### src/rtl/sort_pipe_if.sv
// Valid/ready bundle carrying unsorted lanes in and sorted lanes out.
// Latency: none, wires only.
// Backpressure: out_ready stalls the sorter, which then deasserts in_ready.
interface sort_pipe_if #(
    parameter int WIDTH = 8,
    parameter int LANES = 4
);
    logic                   in_valid;
    logic                   in_ready;
    logic                   in_desc;
    logic [LANES*WIDTH-1:0] in_data;
    logic                   out_valid;
    logic                   out_ready;
    logic [LANES*WIDTH-1:0] out_data;

    // Sorter side: consumes the input handshake, produces the output one.
    modport slave (
        input  in_valid, in_desc, in_data, out_ready,
        output in_ready, out_valid, out_data
    );

    // Producer/consumer side.
    modport master (
        output in_valid, in_desc, in_data, out_ready,
        input  in_ready, out_valid, out_data
    );
endinterface

### src/rtl/sort_pipe.sv
// Batcher odd-even merge sorter over LANES words, ascending or descending per transaction.
// Latency: 3 cycles (LANES=4) or 6 cycles (LANES=8), one transaction per cycle.
// Backpressure: global stall while out_valid && !out_ready; in_ready = !out_valid || out_ready.
module sort_pipe #(
    parameter int WIDTH  = 8,
    parameter int LANES  = 4,
    parameter bit SIGNED = 1'b0
) (
    input  logic           clk,
    input  logic           rst,
    sort_pipe_if.slave     bus,
    output logic           busy
);
    localparam int S  = (LANES == 8) ? 6 : 3;
    localparam int DW = LANES * WIDTH;

    if (!(LANES == 4 || LANES == 8)) begin : g_bad_lanes
        $error("sort_pipe: LANES must be 4 or 8");
    end

    // Stage registers. The last stage carries no mode bit: sorting is finished
    // by then and nothing downstream consumes it.
    logic [S-1:0]  vld_q,  vld_d;
    logic [S-2:0]  desc_q, desc_d;
    logic [DW-1:0] dat_q [S];
    logic [DW-1:0] dat_d [S];

    logic          adv;
    logic [DW-1:0] lay_in   [S];
    logic [S-1:0]  lay_desc;

    function automatic logic less(input logic [WIDTH-1:0] a, input logic [WIDTH-1:0] b);
        if (SIGNED) return $signed(a) < $signed(b);
        else        return a < b;
    endfunction

    // Lane that lane i is paired with in layer s; i itself when it idles.
    function automatic int partner(input int s, input int i);
        int p;
        p = i;
        if (LANES == 4) begin
            case (s)
                0: p = i ^ 1;
                1: p = i ^ 2;
                2: if (i == 1) p = 2; else if (i == 2) p = 1;
                default: p = i;
            endcase
        end else begin
            case (s)
                0: p = i ^ 1;
                1: p = i ^ 2;
                2: if (i == 1 || i == 5) p = i + 1; else if (i == 2 || i == 6) p = i - 1;
                3: p = i ^ 4;
                4: if (i == 2 || i == 3) p = i + 2; else if (i == 4 || i == 5) p = i - 2;
                5: if (i == 1 || i == 3 || i == 5) p = i + 1;
                   else if (i == 2 || i == 4 || i == 6) p = i - 1;
                default: p = i;
            endcase
        end
        return p;
    endfunction

    // One network layer. Each lane decides independently whether to keep its
    // own word or take its partner's; ties keep values intact since a == b.
    function automatic logic [DW-1:0] layer(input int s, input logic [DW-1:0] x, input logic desc);
        logic [DW-1:0]    r;
        logic [WIDTH-1:0] a, b;
        logic             keep;
        int               p;
        r = x;
        for (int i = 0; i < LANES; i++) begin
            p = partner(s, i);
            if (p != i) begin
                a    = x[i*WIDTH +: WIDTH];
                b    = x[p*WIDTH +: WIDTH];
                keep = ((i < p) ^ desc) ? less(a, b) : less(b, a);
                r[i*WIDTH +: WIDTH] = keep ? a : b;
            end
        end
        return r;
    endfunction

    // Next-state: shift every stage through its layer when the pipe may advance, else hold.
    always_comb begin
        adv    = !vld_q[S-1] || bus.out_ready;
        vld_d  = vld_q;
        desc_d = desc_q;
        dat_d  = dat_q;

        lay_in[0]   = bus.in_data;
        lay_desc[0] = bus.in_desc;
        for (int k = 1; k < S; k++) begin
            lay_in[k]   = dat_q[k-1];
            lay_desc[k] = desc_q[k-1];
        end

        if (adv) begin
            vld_d  = {vld_q[S-2:0], bus.in_valid};
            desc_d = {desc_q[S-3:0], bus.in_desc};
            for (int k = 0; k < S; k++) begin
                dat_d[k] = layer(k, lay_in[k], lay_desc[k]);
            end
        end
    end

    // Stage registers; reset drops every in-flight transaction.
    always_ff @(posedge clk) begin
        if (rst) begin
            vld_q  <= '0;
            desc_q <= '0;
            for (int k = 0; k < S; k++) dat_q[k] <= '0;
        end else begin
            vld_q  <= vld_d;
            desc_q <= desc_d;
            for (int k = 0; k < S; k++) dat_q[k] <= dat_d[k];
        end
    end

    assign bus.in_ready  = adv;
    assign bus.out_valid = vld_q[S-1];
    assign bus.out_data  = dat_q[S-1];
    assign busy          = |vld_q;
endmodule

### src/flat_wrapper.sv
// flat-port wrapper written by rule: the top's interface ports become plain ports
module sort_pipe_flat 
#(
    parameter int WIDTH  = 8,
    parameter int LANES  = 4,
    parameter bit SIGNED = 1'b0
)
  (clk, rst, busy, bus_in_valid, bus_in_desc, bus_in_data, bus_out_ready, bus_in_ready, bus_out_valid, bus_out_data);
  sort_pipe_if #(.WIDTH(WIDTH), .LANES(LANES)) bus_i ();
  input  logic clk;
  input  logic rst;
  output logic busy;
  input wire logic [$bits(bus_i.in_valid)-1:0] bus_in_valid;
  input wire logic [$bits(bus_i.in_desc)-1:0] bus_in_desc;
  input wire logic [$bits(bus_i.in_data)-1:0] bus_in_data;
  input wire logic [$bits(bus_i.out_ready)-1:0] bus_out_ready;
  output wire logic [$bits(bus_i.in_ready)-1:0] bus_in_ready;
  output wire logic [$bits(bus_i.out_valid)-1:0] bus_out_valid;
  output wire logic [$bits(bus_i.out_data)-1:0] bus_out_data;
  assign bus_i.in_valid = bus_in_valid;
  assign bus_i.in_desc = bus_in_desc;
  assign bus_i.in_data = bus_in_data;
  assign bus_i.out_ready = bus_out_ready;
  assign bus_in_ready = bus_i.in_ready;
  assign bus_out_valid = bus_i.out_valid;
  assign bus_out_data = bus_i.out_data;
  sort_pipe #(.WIDTH(WIDTH), .LANES(LANES), .SIGNED(SIGNED)) u_core (.clk(clk), .rst(rst), .bus(bus_i), .busy(busy));
endmodule
### config.mk
export PLATFORM = sky130hd
export DESIGN_NAME = sort_pipe_flat
export DESIGN_NICKNAME = d
export VERILOG_FILES = /design/src/rtl/sort_pipe_if.sv /design/src/rtl/sort_pipe.sv /design/src/flat_wrapper.sv
export SDC_FILE = /design/constraint.sdc
export NUM_CORES = 1
export LEC_CHECK = 0
export CORE_ASPECT_RATIO = 0.9
export CORE_MARGIN = 2
export CORE_UTILIZATION = 31
export DETAILED_ROUTE_END_ITERATION = 16
export GPL_TIMING_DRIVEN = 0
export PLACE_DENSITY_LB_ADDON = 0.2
export SLEW_MARGIN = 0
export SYNTH_ARGS = -nofsm -noshare
export SYNTH_HDL_FRONTEND = slang
export SYNTH_SLANG_ARGS = --single-unit
### constraint.sdc
create_clock -name clk -period 4.9 [get_ports clk]
set_clock_uncertainty 0.2 [all_clocks]
set_input_delay 0.98 -clock clk [delete_from_list [all_inputs] [get_ports clk]]
set_output_delay 0.98 -clock clk [all_outputs]
set_load 0.05 [all_outputs]
==> flow_summary.toml <==
[clocking]
cts_setup_buffers = 0
cts_buffer_depth = 2
tritoncts = "yes"
htreeDepth = 3
path_clk_slew_ps = 70
cts_resized = 0
numCtsBuffers = 9
clk_latency_ps = 360
ctsHoldBuffers = 0
cts.sinks = 101
root_buffer = "clkbuf_16"

[final_layout]
syn2layout_area_growth_pct = 20.7
fill_cells = 2206
regArea_sq_um = 2020
drive_gt1_share_pct = 6.76
final_cell_mix = "o21ai_0 (168), dfxtp_1 (101), a21oi_1 (91), nor2_1 (84), mux2i_1 (80)"
diodes = 0
num-nets-final = 1028
multiInputGateArea_sq_um = 3870
final_common_cell = "o21ai_0"

[route]
viasPerCell = 4.91
firstDrtPassIters = 5
ant_nets = 0
drc = 0
routedWlPerCell_um = 16.6
drt-initial-drc-count = 431
wl_mm = 20.3
via_count = 5976

[logic_synthesis]
synthAdderAreaFrac_pct = 12.1
yosysSeqAreaShare_pct = 30.6
syn_inst = 846
syn-num-nets = 947
synth_warnings = 0
synth-async-reset-ratio_pct = 0
yosys.area.top_type = "dfxtp_1"
ys_ff_latch = 101
syn_avg_cell_area_sq_um = 7.81
synth-xor-area-share_pct = 0
synth-compound-area-share_pct = 23.9
synth_simple_gate_area_share_pct = 10.5
netlist.area_leader.share_pct = 30.6
ys_types = 28
synthMuxAreaShare_pct = 12.1
synth_top_family_by_area = "compound AO/OA/AOI/OAI gates"
synth_area_leaders = "dfxtp_1 (31%), o21ai_0 (13%), ha_1 (12%)"
synth_area_sq_um = 6610
synth_ff_type = "dfxtp_1"
synth-edff-count = 0

[power]
intPower_mw = 1.82
clkPwrFrac_pct = 26.4
peakVddDrop_mv = 0.165
power_switching_mw = 1.05
powerDensity_nw_per_um2 = 359
switching_share_pct = 36.6
p_seq_share_pct = 37.2
p_comb_share_pct = 36.3
p_leak_nw = 3.43

[grt]
track_usage_pct = 18.2
grt_max_degree = 17
grt_pass1_wl_mm = 31.0
antenna_found_initial = 0
grt-ovfl-total = 0
first_global_vias = 5465

[worst_setup_path]
endpoint_kind = "output port"
cp_max_fo = 10
cp.arrival_ps = 3210
required_ps = 3720
path_class = "in2out"
start_kind = "input pin"

[timing]
tightest_slew_ps = 740
fmax_ghz = 0.228
setup_violations = 0
hold_viol_final = 0
fin_crit_ps = 4390
drv_slew = 0
finalWorstSetupSlack_ps = 511
rsz0062_at_grt = "no"
tns_ps = 0
max_slew_margin_pct = 50.6
fin_crit_sh_pct = 89.6

[floorplan]
pin_count = 72
die_h_um = 143
start_util_pct = 31.7
core_area_sq_um = 20800
fp.dieArea_sq_um = 22500
rows = 50
die_w_um = 158

[hold_path]
hold_path.class = "reg2reg"

[placement]
place.gp.congestion = 0.886
dp_hpwl_mm = 15.6
portBuffers = 70
pre_cts_slack_ps = 455

[run_status]
status = "complete, no violations"

[job]
drv_cap = 0
Yosys cell counts, types with 3 or more instances:
cell type	n
ha_1	64
buf_2	7
or3_1	3
inv_1	67
mux2i_1	80
o211ai_1	8
clkbuf_1	36
nor2_1	84
buf_1	5
nand4_1	8
a21oi_1	91
nand2b_1	5
a211o_1	6
buf_4	32
o21ai_0	168
dfxtp_1	101
o21bai_1	6
o311a_1	6
nor2b_1	9
nand2_1	48
metal layers:
layer / vias to the layer above / global-route usage (%) / part of all wire, %
met5: - / 0 / 0
met4: 0 / 2.97 / 1.2
met3: 16 / 3.68 / 4.9
met2: 141 / 28.1 / 43
met1: 2782 / 26.5 / 51
li1: 3037 / - / -
flip-flops by register name, indices dropped and copies added (netlist names):
register	flops
u_core.vld_q	3
u_core.bus.out_data	32
u_core.dat_q	64
u_core.desc_q	2
critical path: stages:
cell and delay [ps]:
clkdlybuf4s50_1 400, nor2b_1 110, clkbuf_1 310, clkinv_1 320, clkbuf_1 320, clkdlybuf4s50_1 770
kinds of logic after synthesis:
kind of cell	after synthesis
adders and majority gates	64
AOI/OAI and AO/OA	290
and+or+nand+nor	161
buffers and inverters	150
DFF	101
muxes	80
final timing paths:
path                                start                      end  slack, ps  cells after the start
setup / recovery            bus_out_ready             bus_in_ready        510                      6
hold / removal    u_core.bus.out_data[28]  u_core.bus.out_data[28]        250                      2
setup reg to reg         u_core.dat_q[77]         u_core.dat_q[45]       2260                      8
hold reg to reg   u_core.bus.out_data[28]  u_core.bus.out_data[28]        250                      2
power by group through the flow:
stage / logic (mW) / clock network, mW / registers, mW
6_report: 1.04 / 0.757 / 1.07
2_1_floorplan: 0.786 / 0 / 1.02
4_1_cts: 1.04 / 0.772 / 1.06
5_1_grt: 1.13 / 0.809 / 1.08
3_5_place_dp: 1.04 / 0 / 1.08
3_3_place_gp: 1.03 / 0 / 1.08
layout make-up:
type | count | area share (%)
clock inverters | 5 | 0.721
flip-flops and latches | 101 | 25.3
inverters | 68 | 3.20
plain buffers | 82 | 5.76
well taps | 286 | 4.49
repair buffers | 70 | 8.78
multi-input cells | 595 | 48.5
clock buffers | 11 | 3.17
per-stage QoR:
step                      hold WS (ps)  std cells  area [sq um]  utilization [%]  total power, mW
final                              251       1218          7980             38.3             2.86
after global routing               278       1218          7980             38.3             3.02
after global placement             239       1202          7670             36.8             2.11
after CTS                          256       1218          7980             38.3             2.88
after floorplan                    232        846          6610                -             1.80
after detailed placement           247       1202          7670             36.8             2.12
(Power assumes the default switching activity.)
